**src/rtl/ext_databus_arbiter_pkg.sv**
```systemverilog
// ---------------------------------------------------------------------------
// ext_databus_arbiter_pkg
// Shared definitions for the external databus arbiter:
//   IO_ADDR_W     - default system databus address width
//   ARB_STATES_W  - width of the arbiter state register
//   arb_state_t   - ARB_IDLE (no owner) / ARB_BUSY (one master owns the bus)
//   wrap_inc()    - index increment with explicit modulo-n wrap
// ---------------------------------------------------------------------------
package ext_databus_arbiter_pkg;

   localparam int IO_ADDR_W    = 32;
   localparam int ARB_STATES_W = 2;

   typedef enum logic [ARB_STATES_W-1:0] {
      ARB_IDLE = 2'd0,
      ARB_BUSY = 2'd1
   } arb_state_t;

   // Next index modulo n; the wrap is explicit so non-power-of-two n works.
   function automatic int wrap_inc(input int idx, input int n);
      return ((idx + 32'sd1) >= n) ? 32'sd0 : (idx + 32'sd1);
   endfunction

endpackage

```
**src/rtl/ext_databus_arbiter_rr_select.sv**
```systemverilog
// ---------------------------------------------------------------------------
// ext_databus_arbiter_rr_select
// Combinational rotating-priority search. Scans req starting at ptr,
// then ptr+1, ... wrapping at N_MASTERS, and returns the first hit.
// Ports:
//   req  in  N_MASTERS  request vector
//   ptr  in  IDX_W      highest-priority index (must be < N_MASTERS)
//   idx  out IDX_W      first requesting index found (0 when none)
//   any  out 1          at least one request is present
// ---------------------------------------------------------------------------
module ext_databus_arbiter_rr_select
#(
   parameter int N_MASTERS = 4,
   parameter int IDX_W     = 2
)
(
   input  logic [N_MASTERS-1:0] req,
   input  logic [IDX_W-1:0]     ptr,
   output logic [IDX_W-1:0]     idx,
   output logic                 any
);

   localparam logic [IDX_W:0] L_N = (IDX_W+1)'(N_MASTERS);

   logic [IDX_W:0] w_cand;

   // First-hit search over the rotated request vector.
   always_comb begin
      idx    = {IDX_W{1'b0}};
      any    = 1'b0;
      w_cand = {(IDX_W+1){1'b0}};
      for (int k = 0; k < N_MASTERS; k++) begin
         w_cand = {1'b0, ptr} + (IDX_W+1)'(k);
         // ptr+k is at most 2*N_MASTERS-2, so one subtraction wraps it.
         if (w_cand >= L_N) begin
            w_cand = w_cand - L_N;
         end else begin
            w_cand = w_cand;
         end
         if (!any && req[w_cand[IDX_W-1:0]]) begin
            any = 1'b1;
            idx = w_cand[IDX_W-1:0];
         end else begin
            any = any;
            idx = idx;
         end
      end
   end

endmodule

```
**src/rtl/ext_databus_arbiter.sv**
```systemverilog
// ---------------------------------------------------------------------------
// ext_databus_arbiter
// Round-robin arbiter merging N single-beat valid/ready request ports of the
// external address generators onto one system databus. A grant is held for
// at most 2**BURST_W accepted beats, then released with one idle cycle.
// Ports:
//   clk, rst           clock; asynchronous active-high reset
//   m_valid/m_addr/m_wdata/m_wstrb  per-master request (packed i*W +: W)
//   m_ready            per-master accept (combinational, at most one high)
//   m_rdata            read data broadcast to all masters (= s_rdata)
//   s_valid/s_addr/s_wdata/s_wstrb  system databus request
//   s_ready, s_rdata   system databus accept and read data
//   grant              one-hot current owner, zero when idle
//   busy               high while a master owns the bus
// ---------------------------------------------------------------------------
module ext_databus_arbiter
   import ext_databus_arbiter_pkg::*;
#(
   parameter int N_MASTERS = 4,
   parameter int DATA_W    = 32,
   parameter int ADDR_W    = IO_ADDR_W,
   parameter int BURST_W   = 4
)
(
   input  logic                          clk,
   input  logic                          rst,
   input  logic [N_MASTERS-1:0]          m_valid,
   input  logic [N_MASTERS*ADDR_W-1:0]   m_addr,
   input  logic [N_MASTERS*DATA_W-1:0]   m_wdata,
   input  logic [N_MASTERS*DATA_W/8-1:0] m_wstrb,
   output logic [N_MASTERS-1:0]          m_ready,
   output logic [DATA_W-1:0]             m_rdata,
   output logic                          s_valid,
   output logic [ADDR_W-1:0]             s_addr,
   output logic [DATA_W-1:0]             s_wdata,
   output logic [DATA_W/8-1:0]           s_wstrb,
   input  logic                          s_ready,
   input  logic [DATA_W-1:0]             s_rdata,
   output logic [N_MASTERS-1:0]          grant,
   output logic                          busy
);

   localparam int IDX_W  = (N_MASTERS > 1) ? $clog2(N_MASTERS) : 1;
   localparam int STRB_W = DATA_W / 8;

   arb_state_t          r_state;
   arb_state_t          w_state_nxt;
   logic [IDX_W-1:0]    r_gnt_idx;
   logic [IDX_W-1:0]    r_ptr;
   logic [BURST_W-1:0]  r_beat_cnt;

   logic [IDX_W-1:0]    w_sel_idx;
   logic                w_any;
   logic                w_hit;
   logic                w_own_valid;
   logic [ADDR_W-1:0]   w_own_addr;
   logic [DATA_W-1:0]   w_own_wdata;
   logic [STRB_W-1:0]   w_own_wstrb;
   logic                w_accept;
   logic                w_release;

   ext_databus_arbiter_rr_select #(
      .N_MASTERS (N_MASTERS),
      .IDX_W     (IDX_W)
   ) u_rr_select (
      .req (m_valid),
      .ptr (r_ptr),
      .idx (w_sel_idx),
      .any (w_any)
   );

   assign m_rdata = s_rdata;

   // AND-OR mux of the owning master's request fields.
   always_comb begin
      w_hit       = 1'b0;
      w_own_valid = 1'b0;
      w_own_addr  = {ADDR_W{1'b0}};
      w_own_wdata = {DATA_W{1'b0}};
      w_own_wstrb = {STRB_W{1'b0}};
      for (int i = 0; i < N_MASTERS; i++) begin
         w_hit       = (r_gnt_idx == IDX_W'(i));
         w_own_valid = w_own_valid | (m_valid[i] & w_hit);
         w_own_addr  = w_own_addr  | (m_addr[i*ADDR_W +: ADDR_W] & {ADDR_W{w_hit}});
         w_own_wdata = w_own_wdata | (m_wdata[i*DATA_W +: DATA_W] & {DATA_W{w_hit}});
         w_own_wstrb = w_own_wstrb | (m_wstrb[i*STRB_W +: STRB_W] & {STRB_W{w_hit}});
      end
   end

   // Next-state and bus outputs.
   always_comb begin
      w_state_nxt = r_state;
      s_valid     = 1'b0;
      s_addr      = {ADDR_W{1'b0}};
      s_wdata     = {DATA_W{1'b0}};
      s_wstrb     = {STRB_W{1'b0}};
      m_ready     = {N_MASTERS{1'b0}};
      grant       = {N_MASTERS{1'b0}};
      busy        = 1'b0;
      w_accept    = 1'b0;
      w_release   = 1'b0;
      case (r_state)
         ARB_IDLE: begin
            if (w_any) begin
               w_state_nxt = ARB_BUSY;
            end else begin
               w_state_nxt = ARB_IDLE;
            end
         end
         ARB_BUSY: begin
            busy               = 1'b1;
            grant[r_gnt_idx]   = 1'b1;
            s_valid            = w_own_valid;
            s_addr             = w_own_addr;
            s_wdata            = w_own_wdata;
            s_wstrb            = w_own_valid ? w_own_wstrb : {STRB_W{1'b0}};
            m_ready[r_gnt_idx] = s_ready & w_own_valid;
            w_accept           = w_own_valid & s_ready;
            // A pending (valid, not ready) beat can never release, so the
            // grant is frozen for the whole slave stall.
            w_release          = !w_own_valid ||
                                 (w_accept && (r_beat_cnt == {BURST_W{1'b1}}));
            if (w_release) begin
               w_state_nxt = ARB_IDLE;
            end else begin
               w_state_nxt = ARB_BUSY;
            end
         end
         default: begin
            w_state_nxt = ARB_IDLE;
         end
      endcase
   end

   // State, owner, priority pointer and beat counter registers.
   always_ff @(posedge clk or posedge rst) begin
      if (rst) begin
         r_state    <= ARB_IDLE;
         r_gnt_idx  <= {IDX_W{1'b0}};
         r_ptr      <= {IDX_W{1'b0}};
         r_beat_cnt <= {BURST_W{1'b0}};
      end else begin
         r_state <= w_state_nxt;
         case (r_state)
            ARB_IDLE: begin
               if (w_any) begin
                  r_gnt_idx  <= w_sel_idx;
                  r_beat_cnt <= {BURST_W{1'b0}};
               end
            end
            ARB_BUSY: begin
               if (w_release) begin
                  r_ptr      <= IDX_W'(wrap_inc(int'(r_gnt_idx), N_MASTERS));
                  r_beat_cnt <= {BURST_W{1'b0}};
               end else if (w_accept) begin
                  r_beat_cnt <= r_beat_cnt + BURST_W'(1'b1);
               end
            end
            default: begin
               r_beat_cnt <= {BURST_W{1'b0}};
            end
         endcase
      end
   end

endmodule
```
**config.mk**
```make
export PLATFORM = sky130hd
export DESIGN_NAME = ext_databus_arbiter
export DESIGN_NICKNAME = d
export VERILOG_FILES = /design/src/rtl/ext_databus_arbiter_pkg.sv /design/src/rtl/ext_databus_arbiter_rr_select.sv /design/src/rtl/ext_databus_arbiter.sv
export SDC_FILE = /design/constraint.sdc
export NUM_CORES = 1
export LEC_CHECK = 0
export CAP_MARGIN = 20
export CORE_AREA = 2 2 164 166
export DETAILED_ROUTE_END_ITERATION = 10
export DIE_AREA = 0 0 166 168
export GPL_TIMING_DRIVEN = 0
export SYNTH_ARGS = -nofsm -noshare
export SYNTH_HDL_FRONTEND = slang
export SYNTH_SLANG_ARGS = --single-unit
```
**constraint.sdc**
```tcl
create_clock -name clk -period 1.9 [get_ports clk]
set_input_delay 0.285 -clock clk [delete_from_list [all_inputs] [get_ports clk]]
set_output_delay 0.285 -clock clk [all_outputs]
set_load 0.005 [all_outputs]
```
==> qor.yml, run 1 <==
place:
  io_buffers: 388
  place_hpwl_mm: 17.0
  dp_slack_ps: -1570
  dp_cells: 1079
  gp_congestion: 0.766
  dpl-instance-area_um2: 6910
route:
  firstDrtPassIters: 4
  wire_per_inst_um: 19.3
  dr_total_vias: 4742
  vias_per_cell: 4.21
  drtIter0Drc: 134
  drc: 0
  ant_nets: 0
  drt_wl_total_mm: 21.7
run_status:
  status: "finished, violations left"
  violations: "negative setup slack"
sta:
  fin_crit_ps: 2310
  setup-violations-final: 77
  maxSlewViolCount: 0
  max_freq_mhz: 433
  rsz0062_at_grt: "true"
  hold_viol: 0
  slew_headroom_pct: 68.8
  worst_pin_slew_ps: 469
  skew_ps: 1.26
  fin_crit_sh_pct: 121
  setup_slack_ps: -407
floorplan:
  row_count: 60
  die_h_um: 168
  core_area_um2: 26400
  initial_core_util_pct: 9.87
  ioPinCount: 421
  dieArea_um2: 27900
  die-width_um: 166
worst_setup_path:
  cp-endpoint: "m_ready[2]"
  crit_fanout: 6
  timing.rr.end: "r_beat_cnt[0]$_DFFE_PP0P_"
  r2r_setup_slack_ps: -150
  criticalPathCategory: "flip-flop to output port"
  reg2reg_depth: 9
  end_kind: "output port"
  crit_path_start_kind: "flip-flop"
  cp_data_required_time_ps: 1620
  reg2reg_from: "r_gnt_idx[1]$_DFFE_PP0P_"
  cp.arrival_ps: 2020
  cp-startpoint: "r_gnt_idx[1]$_DFFE_PP0P_"
clocking:
  cts_buffer_depth: 2
  root_buffer: "clkbuf_16"
  clock_latency_ps: 240
  cts_tree: "yes"
  clk_pin_slew_ps: 40
  cts_sinks: 9
  hold_buffers: 0
  htreeDepth: 1
  cts_buffers: 3
yosys:
  synth_seq_cells: 9
  synth_cells: 350
  synth_top_family_by_area: "compound AO/OA/AOI/OAI gates"
  synth_seq_area_share_pct: 8.66
  synth_warnings: 0
  synth_top_area_share_pct: 39.2
  netlist_area_um2: 2600
  yosys.area_share.simple_pct: 6.83
  synthAdderAreaFrac_pct: 2.41
  synth_fp_nets: 666
  synth-xor-area-share_pct: 0
  synth.distinct_cells: 35
  yosysTopAreaCell: "a22oi_1"
  postSynthAreaPerCell_um2: 7.43
  synth_compound_area_share_pct: 64.3
  synthMuxAreaShare_pct: 1.68
  ys_top_cells_by_area: "a22oi_1, a21boi_0, buf_4"
grt:
  grt_pass1_wl_mm: 29.5
  grt_remaining_overflow: 0
  antenna_found_initial: 0
  track_usage_pct: 13.6
  grt_max_degree: 11
  grt_pass1_vias: 4825
finish:
  final_util_pct: 31.5
  instances_no_fill: 1126
  areaGrowthSynthToFinish_pct: 219
  fin_nets: 1102
  design_area_um2: 8300
  antenna_cells: 0
  drive_gt1_share_pct: 39.7
  fill_cells: 2735
power_and_ir_drop:
  leakagePower_nw: 3.22
  power.density_nw_per_um2: 1170
  peakVddDrop_v: 0.000723
flow_run:
  cap_violations: 0
worst_hold_path:
  hold_path_class: "input port to asynchronous set/reset pin"
[stage by stage]
| stage | power [mW] | TNS, ps | hold slack (ps) |
|---|---|---|---|
| after floorplan | 3.04 | 0 | 113 |
| after global placement | 6.82 | -85020 | 489 |
| after detailed placement | 6.84 | -88120 | 490 |
| after CTS | 8.26 | -31720 | 339 |
| after global routing | 10.4 | -21000 | 374 |
| final | 9.73 | -15560 | 313 |
[sequential cells by signal (all words and copies together) (netlist names)]
signal / cells
r_beat_cnt: 4
r_gnt_idx: 2
r_ptr: 2
r_state: 1
[cell type report]
class                      count  area, um^2  share of cell area (%)
buffer                        67         781                    9.41
clock buffer                   4        78.8                   0.950
inverter                       5        26.3                   0.317
multi-input combinational    264        2580                    31.1
sequential                     9         228                    2.75
tap                          341         427                    5.14
timing repair buffer         436        4170                    50.3
[per-layer routing]
metal / track usage [%] / share of wire, %
met2: 26.2 / 52
met3: 2.30 / 6.2
met1: 16.3 / 40
met4: 1.40 / 1.5
met5: 0 / 0
[power breakdown]
group | total [mW] | leakage [nW] | internal [mW] | switching [mW]
Combinational | 8.98 | 3.07 | 5.00 | 3.98
Sequential | 0.374 | 0.112 | 0.263 | 0.111
Clock | 0.376 | 0.0382 | 0.281 | 0.0956
[critical path: stages, from the launching register on]
cell      delay [ps]
dfrtp_2          450
buf_6            140
ha_4             160
buf_8            140
a22o_4           230
o21ai_4          200
buf_6            140
inv_4             40
and3_4           170
clkbuf_2         110
[cells in the mapped netlist]
cell	count
a21boi_0	64
a21oi_1	7
a22o_1	3
a22oi_1	136
a32o_1	1
and2_1	5
and3_1	5
buf_2	3
buf_4	32
buf_6	1
clkbuf_1	36
dfrtp_1	9
ha_1	5
inv_1	4
inv_2	1
mux2_2	3
mux2i_1	1
nand2_1	4
nand2b_1	3
nand3b_1	1
nand4b_1	1
nor2_1	6
nor2b_1	2
nor3_1	1
nor3b_2	1
nor4_1	1
o21a_1	1
o21ai_0	4
o21ai_1	1
o21ai_2	1
o21ai_4	1
o22ai_1	1
o2bb2ai_1	3
o41ai_1	1
or2_2	1
[worst min path at each step]
stage,start,end,slack (ps)
global route,rst,r_ptr[1]$_DFFE_PP0P_,370
CTS,rst,r_beat_cnt[3]$_DFFE_PP0P_,340
global placement,r_beat_cnt[3]$_DFFE_PP0P_,r_beat_cnt[3]$_DFFE_PP0P_,490
finish,rst,r_beat_cnt[3]$_DFFE_PP0P_,310
detailed placement,r_beat_cnt[3]$_DFFE_PP0P_,r_beat_cnt[3]$_DFFE_PP0P_,490
floorplan,rst,r_beat_cnt[0]$_DFFE_PP0P_,110
[layout by cell type (no fill, tap or decap), types with 5 or more instances in the layout]
cell type and n:
a21boi_1 52, a21boi_2 12, a22oi_1 40, a22oi_2 96, and2_1 5, buf_12 22
buf_2 28, buf_4 53, buf_6 20, buf_8 13, clkbuf_16 6, clkbuf_2 33
clkdlybuf4s50_1 313, dfrtp_1 7, dlymetal6s2s_1 8, nor2_1 6
[logic make-up (layout without fill, tap and decap cells)]
group	after synthesis	in the layout
AOI/OAI and AO/OA	224	224
adders and majority gates	5	5
buffers and inverters	77	512
DFF	9	9
muxes	4	4
and+or+nand+nor	31	31
[what timing repair did]
action / in CTS / in global routing
pin swaps: 9 / 56
resized for setup: 227 / 347
cloned: 0 / 3
setup endpoints to repair: 84 / 81
endpoints found under the hold margin: 0 / 0
setup buffers: 9 / 36
No activity file was read; power rests on OpenSTA's default activity.
==> run 2, diff against run 1 <==
--- a/config.mk
+++ b/config.mk
@@ -5,7 +5,6 @@
 export SDC_FILE = /design/constraint.sdc
 export NUM_CORES = 1
 export LEC_CHECK = 0
-export CAP_MARGIN = 20
 export CORE_AREA = 2 2 164 166
 export DETAILED_ROUTE_END_ITERATION = 10
 export DIE_AREA = 0 0 166 168
==> results of run 2 <==
The final DEF is identical to that of run 1; final timing and power are the same.
==> run 3, diff against run 2 <==
--- a/config.mk
+++ b/config.mk
@@ -6,6 +6,7 @@
 export NUM_CORES = 1
 export LEC_CHECK = 0
 export CORE_AREA = 2 2 164 166
+export CTS_BUF_LIST = sky130_fd_sc_hd__clkbuf_8 sky130_fd_sc_hd__clkbuf_16
 export DETAILED_ROUTE_END_ITERATION = 10
 export DIE_AREA = 0 0 166 168
 export GPL_TIMING_DRIVEN = 0
==> qor.yml, run 3 (synthesized netlist as in run 1, its figures left out) <==
worst_setup_path:
  reg2reg_from: "r_gnt_idx[1]$_DFFE_PP0P_"
  cp-startpoint: "r_gnt_idx[0]$_DFFE_PP0P_"
  crit_fanout: 10  # +4
  cp_data_required_time_ps: 1620  # about the same
  reg2reg_depth: 9  # unchanged
  criticalPathCategory: "flip-flop to output port"
  end_kind: "output port"
  timing.rr.end: "r_beat_cnt[0]$_DFFE_PP0P_"
  cp-endpoint: "s_addr[2]"
  cp.arrival_ps: 2030  # about the same
  r2r_setup_slack_ps: -150  # about the same
  crit_path_start_kind: "flip-flop"
sta:
  setup-violations-final: 74  # -3.9%
  max_freq_mhz: 432  # -0.22%
  hold_viol: 0  # unchanged
  fin_crit_sh_pct: 122  # +0.27 points
  rsz0062_at_grt: "true"
  maxSlewViolCount: 0  # unchanged
  skew_ps: 0.336  # -0.927 ps
  setup_slack_ps: -412  # -5.18 ps
  hold_slack_ps: 314  # +0.773 ps
  fin_crit_ps: 2310  # +5.18 ps
  worst_pin_slew_ps: 438  # -30.3 ps
  slew_headroom_pct: 70.8  # +2.0 points
  final.setup.tns_ps: -13420  # +2140 ps
clocking:
  clock_latency_ps: 240  # about the same
  hold_buffers: 0  # unchanged
  clk_pin_slew_ps: 40  # about the same
  htreeDepth: 1  # unchanged
  cts_buffers: 3  # unchanged
  cts_sinks: 9  # unchanged
  cts_buffer_depth: 2  # unchanged
  root_buffer: "clkbuf_16"
  cts_tree: "yes"
finish:
  top_register: "r_beat_cnt"
  final-seq-area_um2: 228  # unchanged
  design_area_um2: 8200  # -1.2%
  antenna_cells: 0  # unchanged
  drive_gt1_share_pct: 38.7  # -1.0 points
  fin_nets: 1097  # -0.45%
  multi_input_area_um2: 2560  # -0.87%
  final_common_cell: "clkdlybuf4s50_1"
  largest_reg_flops: 4  # unchanged
  layout_common_cells: "clkdlybuf4s50_1, a22oi_2, a21boi_1, buf_4, a22oi_1"
  areaGrowthSynthToFinish_pct: 215
  top_regs: "r_beat_cnt: 4 flops, r_gnt_idx: 2 flops, r_ptr: 2 flops"
  instances_no_fill: 1121  # -0.44%
  fill_cells: 2751  # +0.59%
floorplan:
  die-width_um: 166  # unchanged
  core_area_um2: 26400  # unchanged
  initial_core_util_pct: 9.87  # unchanged
  dieArea_um2: 27900  # unchanged
  row_count: 60  # unchanged
  die_h_um: 168  # unchanged
  ioPinCount: 421  # unchanged
route:
  drc: 0  # unchanged
  ant_nets: 0  # unchanged
  dr_total_vias: 4742  # unchanged
  wire_per_inst_um: 19.3  # about the same
  highest_layer: "met4"
  vias_per_cell: 4.23  # +0.45%
  met1_length_mm: 8.69  # +0.18%
  wl_met2_mm: 11.3  # -0.78%
  drtIter0Drc: 147  # +9.7%
  firstDrtPassIters: 4  # unchanged
  dr_wl_met3_mm: 1.30  # -3.3%
  drt_wl_total_mm: 21.6  # -0.40%
power_and_ir_drop:
  leakagePower_nw: 3.22  # about the same
  power.density_nw_per_um2: 1150  # -2.1%
  peakVddDrop_v: 0.000597  # -17%
place:
  gp_congestion: 0.766  # unchanged
  dp_cells: 1079  # unchanged
  io_buffers: 388  # unchanged
  dp_slack_ps: -1570  # unchanged
  dpl-instance-area_um2: 6910  # unchanged
  place_hpwl_mm: 17.0  # unchanged
grt:
  grt_max_degree: 11  # unchanged
  grt_remaining_overflow: 0  # unchanged
  grt_pass1_vias: 4836  # +0.23%
  track_usage_pct: 13.6  # about the same
  grt_pass1_wl_mm: 29.5  # about the same
  antenna_found_initial: 0  # unchanged
worst_hold_path:
  hold_path_class: "input port to asynchronous set/reset pin"
run_status:
  violations: "negative setup slack"
  status: "finished, violations left"
flow_run:
  cap_violations: 0  # unchanged
## run 3: changes by cell type in the layout (fill, tap and decap cells not counted), sizes merged
cell,previous run,this run
buf,136,133
clkbuf,45,42
dlymetal6s2s,8,11
clkdlybuf4s15,2,1
clkdlybuf4s50,313,312
dlygate4sd2,3,2
inv,5,6
## run 3: per-layer routing
| layer | track usage (%) | vias up |
|---|---|---|
| met5 | 0 | - |
| met4 | 1.40 | 0 |
| met3 | 2.30 | 14 |
| met2 | 26.2 | 239 |
| met1 | 16.3 | 2257 |
| li1 | - | 2232 |
## run 3: worst min-delay path by stage
stage / endpoint / cells after the start
global placement: r_beat_cnt[3]$_DFFE_PP0P_ / 1
CTS: r_beat_cnt[3]$_DFFE_PP0P_ / 2
detailed placement: r_beat_cnt[3]$_DFFE_PP0P_ / 1
floorplan: r_beat_cnt[0]$_DFFE_PP0P_ / 1
finish: r_beat_cnt[1]$_DFFE_PP0P_ / 2
global route: r_ptr[1]$_DFFE_PP0P_ / 2
## run 3: power by group
group          switching, mW  total [mW]  internal (mW)
sequential             0.113       0.376          0.263
combinational           3.89        8.67           4.78
clock                 0.0944       0.370          0.275
## run 3: timing repair
action,4_1_cts,5_1_grt
buffers inserted,9,32
pin swaps,9,54
endpoints found under the hold margin,0,0
endpoints found under the setup margin,84,81
cloned,0,2
resized for setup,228,344
## run 3: area by class of cell
type	count	area share, %
plain buffers	67	9.48
clock buffers	3	0.916
clock inverters	1	0.0458
inverters	5	0.321
multi-input cells	264	31.2
flip-flops and latches	9	2.78
well taps	341	5.20
repair buffers	431	50.0
## run 3: critical path, stage by stage, from the launching register on
cell,delay [ps]
dfrtp_2,470
inv_4,110
ha_4,160
buf_8,140
buf_8,160
a22oi_1,100
a21boi_1,140
clkdlybuf4s50_1,520
## run 3: per-stage QoR
stage                     total power [mW]  util [%]
after CTS                             8.24      28.4
after global routing                  10.1      31.1
after floorplan                       3.04         -
after global placement                6.82      26.2
final                                 9.42      31.1
after detailed placement              6.84      26.2
